**config.mk**
```make
export PLATFORM = sky130hd
export DESIGN_NAME = cle188_sdwr
export DESIGN_NICKNAME = d
export VERILOG_FILES = /design/src/rtl/cle188_sdwr.sv
export SDC_FILE = /design/constraint.sdc
export NUM_CORES = 1
export LEC_CHECK = 0
export CORE_ASPECT_RATIO = 0.5
export CORE_MARGIN = 3
export CORE_UTILIZATION = 55
export CTS_CLUSTER_DIAMETER = 50
export DETAILED_ROUTE_END_ITERATION = 8
export PLACE_DENSITY_LB_ADDON = 0.25
export SLEW_MARGIN = 20
export SYNTH_ARGS = -nofsm -noshare
export SYNTH_HDL_FRONTEND = slang
export SYNTH_SLANG_ARGS = --single-unit
```
**constraint.sdc**
```tcl
create_clock -name clk -period 2.5 [get_ports clk]
set_input_delay 0.25 -clock clk [delete_from_list [all_inputs] [get_ports clk]]
set_output_delay 0.25 -clock clk [all_outputs]
set_load 0.01 [all_outputs]
```
**src/rtl/cle188_sdwr.sv**
```systemverilog
// cle188_sdwr: bus-mapped serial write engine that shifts a byte out MSB-first on SDWR/SCLK/SDSEL_N.
// Define CLE188_SDWR_READBACK_EN to add the STATUS register, BD_OUT/BD_OE drive and OVERRUN flag.
module cle188_sdwr #(
  parameter int DIV = 2  // clk cycles per serial half-bit phase, 1..15
) (
  input  logic       clk,
  input  logic       rst_n,
  input  logic       SSER,
  input  logic       BA13,
  input  logic       BA12,
  input  logic [3:0] BA,
  input  logic       BR_W,
  input  logic [7:0] BD_IN,
  output logic [7:0] BD_OUT,
  output logic       BD_OE,
  output logic       SDWR,
  output logic       SCLK,
  output logic       SDSEL_N,
  output logic       BUSY
);

  typedef enum logic [2:0] {S_IDLE, S_SETUP, S_HIGH, S_LOW, S_HOLD} state_t;

  localparam logic [3:0] PHASE_LAST = 4'(DIV - 1);

  logic       w_sel;
  logic       r_sel;
  logic       r_acc;
  logic [3:0] r_ba;
  logic       r_rw;
  logic [7:0] r_din;

  state_t     r_state;
  state_t     w_state_next;
  logic [3:0] r_phase;
  logic       w_phase_done;
  logic [7:0] r_shreg;
  logic [2:0] r_bitcnt;
  logic       r_sdsel_n;
  logic       r_hold_cs;

  logic       w_data_wr;
  logic       w_ctrl_wr;

  assign w_sel = ~SSER & ~BA13 & BA12;

  // The access is captured on the edge sel is first seen, and acted on one edge later.
  always_ff @(posedge clk) begin
    if (!rst_n) begin
      r_sel <= 1'b0;
      r_acc <= 1'b0;
      r_ba  <= 4'h0;
      r_rw  <= 1'b1;
      r_din <= 8'h00;
    end else begin
      r_sel <= w_sel;
      r_acc <= w_sel & ~r_sel;
      r_ba  <= BA;
      r_rw  <= BR_W;
      r_din <= BD_IN;
    end
  end

  assign w_data_wr    = r_acc & ~r_rw & (r_ba == 4'h0);
  assign w_ctrl_wr    = r_acc & ~r_rw & (r_ba == 4'h1);
  assign w_phase_done = (r_phase == 4'h0);

  always_comb begin
    w_state_next = r_state;
    case (r_state)
      S_IDLE:  if (w_data_wr) w_state_next = S_SETUP;
      S_SETUP: if (w_phase_done) w_state_next = S_HIGH;
      S_HIGH:  if (w_phase_done) w_state_next = (r_bitcnt == 3'd0) ? S_HOLD : S_LOW;
      S_LOW:   if (w_phase_done) w_state_next = S_HIGH;
      S_HOLD:  if (w_phase_done) w_state_next = S_IDLE;
      default: w_state_next = S_IDLE;
    endcase
  end

  always_ff @(posedge clk) begin
    if (!rst_n) begin
      r_state   <= S_IDLE;
      r_phase   <= PHASE_LAST;
      r_shreg   <= 8'hFF;
      r_bitcnt  <= 3'd7;
      r_sdsel_n <= 1'b1;
      r_hold_cs <= 1'b0;
    end else begin
      r_state <= w_state_next;
      if (r_state != w_state_next)
        r_phase <= PHASE_LAST;
      else if (!w_phase_done)
        r_phase <= r_phase - 4'd1;

      case (r_state)
        S_IDLE: begin
          if (w_data_wr) begin
            r_shreg   <= r_din;
            r_bitcnt  <= 3'd7;
            r_sdsel_n <= 1'b0;
          end else if (w_ctrl_wr && r_din[1]) begin
            r_sdsel_n <= 1'b1;
          end
        end
        S_HIGH: begin
          if (w_phase_done && (r_bitcnt != 3'd0)) begin
            r_shreg  <= {r_shreg[6:0], 1'b0};
            r_bitcnt <= r_bitcnt - 3'd1;
          end
        end
        S_HOLD: begin
          if (w_phase_done && !r_hold_cs)
            r_sdsel_n <= 1'b1;
        end
        default: ;
      endcase

      if (w_ctrl_wr)
        r_hold_cs <= r_din[0];
    end
  end

  // shreg is untouched in IDLE, so SDWR keeps the last bit sent.
  assign SDWR    = r_shreg[7];
  assign SCLK    = (r_state == S_HIGH);
  assign SDSEL_N = r_sdsel_n;
  assign BUSY    = (r_state != S_IDLE);

`ifdef CLE188_SDWR_READBACK_EN
  logic       w_stat_rd;
  logic       w_any_rd;
  logic       r_overrun;
  logic       r_oe;
  logic [7:0] r_bdout;

  assign w_stat_rd = r_acc & r_rw & (r_ba == 4'h2);
  assign w_any_rd  = r_acc & r_rw;

  always_ff @(posedge clk) begin
    if (!rst_n) begin
      r_overrun <= 1'b0;
      r_oe      <= 1'b0;
      r_bdout   <= 8'h00;
    end else begin
      if (w_data_wr && (r_state != S_IDLE))
        r_overrun <= 1'b1;
      else if (w_stat_rd)
        r_overrun <= 1'b0;

      // Readback value is latched at acceptance, so a clear-on-read still returns the old flag.
      if (w_any_rd) begin
        r_oe    <= 1'b1;
        r_bdout <= w_stat_rd ? {5'b00000, r_hold_cs, r_overrun, BUSY} : 8'h00;
      end else if (!(w_sel & BR_W)) begin
        r_oe <= 1'b0;
      end
    end
  end

  assign BD_OE  = r_oe;
  assign BD_OUT = r_bdout;
`else
  assign BD_OE  = 1'b0;
  assign BD_OUT = 8'h00;
`endif

endmodule
```
======== Yosys cells after proc, flatten, opt, wreduce, memory -nomap -nowiden ========
Cells that the tools add are included.
cells by class
  bitwise gates (word level) .............. 11
  $add $sub $neg .......................... 2
  muxes and demuxes ....................... 16
  equality and inequality tests ........... 10
  reduce and logical (&&, ||, !) cells .... 16
operators by type and width
  operator                                              number
  two-way mux 3 bit                                     7
  two-way mux 8 bit                                     2
  case mux 8 bit (2 select lines)                       1
  case mux 3 bit (4 select lines)                       1
  logical NOT 4 bit                                     2
  AND 1 bit                                             6
  equality test 3 x 2 -> 1 bit (second input constant)  2
  logical NOT 3 bit                                     2
  case mux 3 bit (2 select lines)                       1
  AND reduction 3 bit                                   2
  nonzero test 3 bit                                    2
  inverter 1 bit                                        5
  equality test 4 x 1 -> 1 bit (second input constant)  1
  inequality test 2 bit (second input constant)         2
  nonzero test 2 bit                                    2
  OR reduction 2 bit                                    2
  subtractor 4 x 1 -> 4 bit (second input constant)     1
  equality test 3 x 1 -> 1 bit (second input constant)  1
  equality test 3 bit (second input constant)           1
  logical AND 1 bit                                     3
  two-way mux 1 bit                                     3
  inequality test 3 bit                                 1
  inequality test 3 bit (second input constant)         1
  subtractor 3 x 1 -> 3 bit (second input constant)     1
  3 further kinds                                       3
storage, ports and cells
  word-level logic and storage cells ...... 66
  bits of input ports ..................... 18
  bits in registers ....................... 35

======== Logic depth before layout (Yosys ltp) ========
  word-level depth ........................ 7
  depth in mapped cells ................... 8
  mapped depth without buffers ............ 6

======== Least setup slack after synthesis ========
No wires, ideal clock.
  path kind ............................... flip-flop to flip-flop
  start ................................... register r_phase[0]
  end ..................................... register r_phase[0]
  setup time .............................. 0.127 ns
  buffers on the path ..................... 1
  slack ................................... 0.853 ns
  stages on the path, launching flop included .. 8
  data arrival time ....................... 1.520 ns
  cells stage by stage .................... dfxtp_1 inv_1 ha_1 nor3b_2 buf_4 o21ai_1 o211ai_1 or3_1
on the way
  word-level cells in the longest chain between the ends .. 5
  elaborated cells between the ends (all ways) .. 8
  those cells by class .................... add/sub: 1; eq/ne: 1; mux: 4; reduce/logical: 2
ends and longest elaborated chain
  what                                  RTL line  text
  start, declared                       35        logic [3:0] r_phase;
  start signal, assigned                93        r_phase <= r_phase - 4'd1;
  logical NOT 4 bit                     66        assign w_phase_done = (r_phase == 4'h0);
  two-way mux 3 bit (on tied branches)  n/a
  case mux 3 bit (4 select lines)       70        case (r_state)
  inequality test 3 bit                 90        if (r_state != w_state_next)
  OR reduction 2 bit (no line)          n/a
Several ways; a longest one is shown, not always the timed one.
A chain may end at the register's enable or synchronous reset.

======== Worst setup path in the final report ========
  start ................................... register r_phase[0]
  end ..................................... register r_shreg[4]
on the way
  word-level cells in the longest chain between the ends .. 4
ends and longest elaborated chain
  what                                      RTL line  text
  logical NOT 4 bit                         66
  logical AND 1 bit                         106       if (w_phase_done && (r_bitcnt != 3'd0)) begin
  inequality test 2 x 1 -> 1 bit (no line)  n/a
  AND reduction 3 bit (no line)             n/a
  end signal, assigned                      98        r_shreg <= r_din;
  end signal, assigned                      107       r_shreg <= {r_shreg[6:0], 1'b0};
  end, declared                             37        logic [7:0] r_shreg;
No other way between the ends.

==> metrics <==
predominant post-synthesis flop cell dfxtp_1; part of the power in combinational logic 18.3%; Seq/Total Area, Yosys 41.9%; final setup vio count 0; count of pins over their slew limit 0; htree depth 2; Fill cells 223; Hold Buf Count CTS 0; final setup skew 4.42 ps; synthesis-stage register bit count 35; CTS sink cnt 35; TritonCTS clock tree built; HPWL Detailed 1950 microns; P_int 889 uW; minimum clock period 2100 ps; root buf cell clkbuf_8; crit path launch type register; Reg clk slew, reported paths 60 ps; Util after Layout 68.7%; Async SR Flop Fraction 0%; number of flops mapped to enable cells by yosys 0; hold_sp r_sel; Setup TNS 0 ps; Yosys top cell area share 41.9%; vias in the first global route 1,044; wire per inst 12.3 microns; critical path launch point r_phase[0]; outcome completed; syn avg cell area 9.83 sq um; DR top layer met4; M1 wire length 1330 microns; Slew @ Worst Pin 688 ps; TritonRoute pass-1 iters 4; Cell variety after synth 45; num rows 13; HP Class reg -> reg; Tot GR Track Use 15.9%; # diodes 0; peak ir drop on the vdd network 0.000364 V; cts bufs inserted 5; Worst-Skew Late Latency 280 ps; Final Cycle Share 84.2%; max-cap violations 0; power density cells 642 nW/um^2; post-route ant nets 0; clk buf depth 2; Worst setup EP type register; overall power 1210 uW; Pleak 0.000763 uW; gr ovfl total 0; Initial Utilization 60.8%; mapped cell area 1670 sq um; Core ar. 2750 sq um; Slew HR 54.0%; first-pass GRT wire length 4550 microns; Post-CTS Setup Inserts 0; kind of critical path reg -> reg; Clk pwr share 29.7%; ranking of synthesized cells by area dfxtp_1, a221oi_2, buf_4; final hold vios 0; via count of the routed design 1,201; Die ar. 3780 sq um; Reg power frac 52.0%; pin count of the biggest net entering global routing 27; Reg2Reg Launch Point r_phase[0]; FF-to-FF setup slack 400 ps; Post-Route WL 2750 microns; initial antenna violation count 0; Post-CTS Resized 0; Via density 5.36; wire length on met2 1230 microns; Ports 31; sw frac 26.7%; DR WL met3 177 microns; RSZ-0062 raised after global routing no; register area 701 sq um; cell count after synthesis 170; die height 45.0 microns; share of cells above drive strength 1 13.4%; multi-input logic area 817 sq um; crit path DAT 2270 ps; drt drc 0; final estimated routing congestion in global placement 0.761; fmax 475 MHz; total number of yosys warnings 0; CP required 2660 ps; port bufs 21; area leader, netlist dfxtp_1; Die Wd 84.0 microns; nets 210; area growth from synthesis to layout 12.9%; Detailed Route Iter0 Violations 42; crit-path max FO 13; net load switching power 324 uW
per-layer routing:
layer | global-route usage [%] | up-vias
li1 | - | 618
met1 | 18.1 | 545
met2 | 26.5 | 36
met3 | 7.10 | 2
met4 | 7.69 | 0
met5 | 0 | -
worst paths after layout:
check | endpoint | cells after the start
worst max-delay path | r_shreg[4] | 6
worst min-delay path | r_acc | 1
worst max register to register | r_shreg[4] | 6
worst min register to register | r_acc | 1
cell usage after synthesis (2+ instances only):
cell type,n
a21oi_1,3
a221oi_2,6
a31oi_1,5
and2_1,12
and2b_4,3
and3_1,2
buf_2,2
buf_4,12
buf_6,4
dfxtp_1,35
ha_1,4
inv_1,6
nand2_1,6
nand2b_1,2
nand3_1,7
nor2b_1,5
nor3_1,14
nor4b_1,2
o211ai_1,2
o21ai_1,9
or3_1,4
xor2_1,2
registers in the layout, indices dropped and copies added (netlist names), 3 cells and up:
name / flops
r_ba: 4
r_phase: 4
r_bitcnt: 3
r_shreg: 8
r_din: 8
r_state: 3
final cells by class:
type,count,area share [%]
inverters,7,1.39
multi-input cells,116,43.3
flip-flops and latches,35,37.1
repair buffers,23,11.9
well taps,37,2.45
clock buffers,6,3.84
cells by family after synthesis:
logic type | share of synthesized area (%)
compound gates | 13.5
xor+xnor | 1.57
fa+ha+maj | 2.99
buf+inv | 11.0
flops | 41.9
mux | 0.599
other cells | 0.224
simple gates | 28.1
cells in the final DEF, fill, tap and decap left out, types with 3 or more instances in the layout:
cell and count:
or3_1 4, a221oi_2 6, inv_1 6, o21ai_1 9
nand2_1 6, clkbuf_8 5, nand3_1 7, a21oi_1 3
dfxtp_1 35, nor2b_1 5, conb_1 9, clkdlybuf4s50_1 21
nor3_1 14, and2_1 12, and2b_4 3, ha_1 4
a31oi_1 5
metrics by stage:
stage          instances  setup slack (ps)  area [sq um]  hold WS [ps]
3_5_place_dp         218               406          1820           389
4_1_cts              224               395          1890           398
3_3_place_gp         218               499          1820           382
6_report             224               395          1890           394
5_1_grt              224              70.5          1890           421
2_1_floorplan        178               853          1700           323
power by group through the flow:
| stage | clock [uW] | combinational, uW | sequential (uW) |
|---|---|---|---|
| 2_1_floorplan | 0 | 190 | 635 |
| 3_3_place_gp | 0 | 214 | 640 |
| 6_report | 360 | 222 | 631 |
| 5_1_grt | 401 | 251 | 637 |
| 3_5_place_dp | 0 | 221 | 643 |
| 4_1_cts | 375 | 223 | 630 |
worst max-delay path: stages (launching register included):
cell and delay (ps):
dfxtp_1 330, inv_1 80, ha_1 190, nor3b_2 590, nand3_2 370, a221oi_1 330
o21ai_1 90
(Power assumes the default switching activity.)
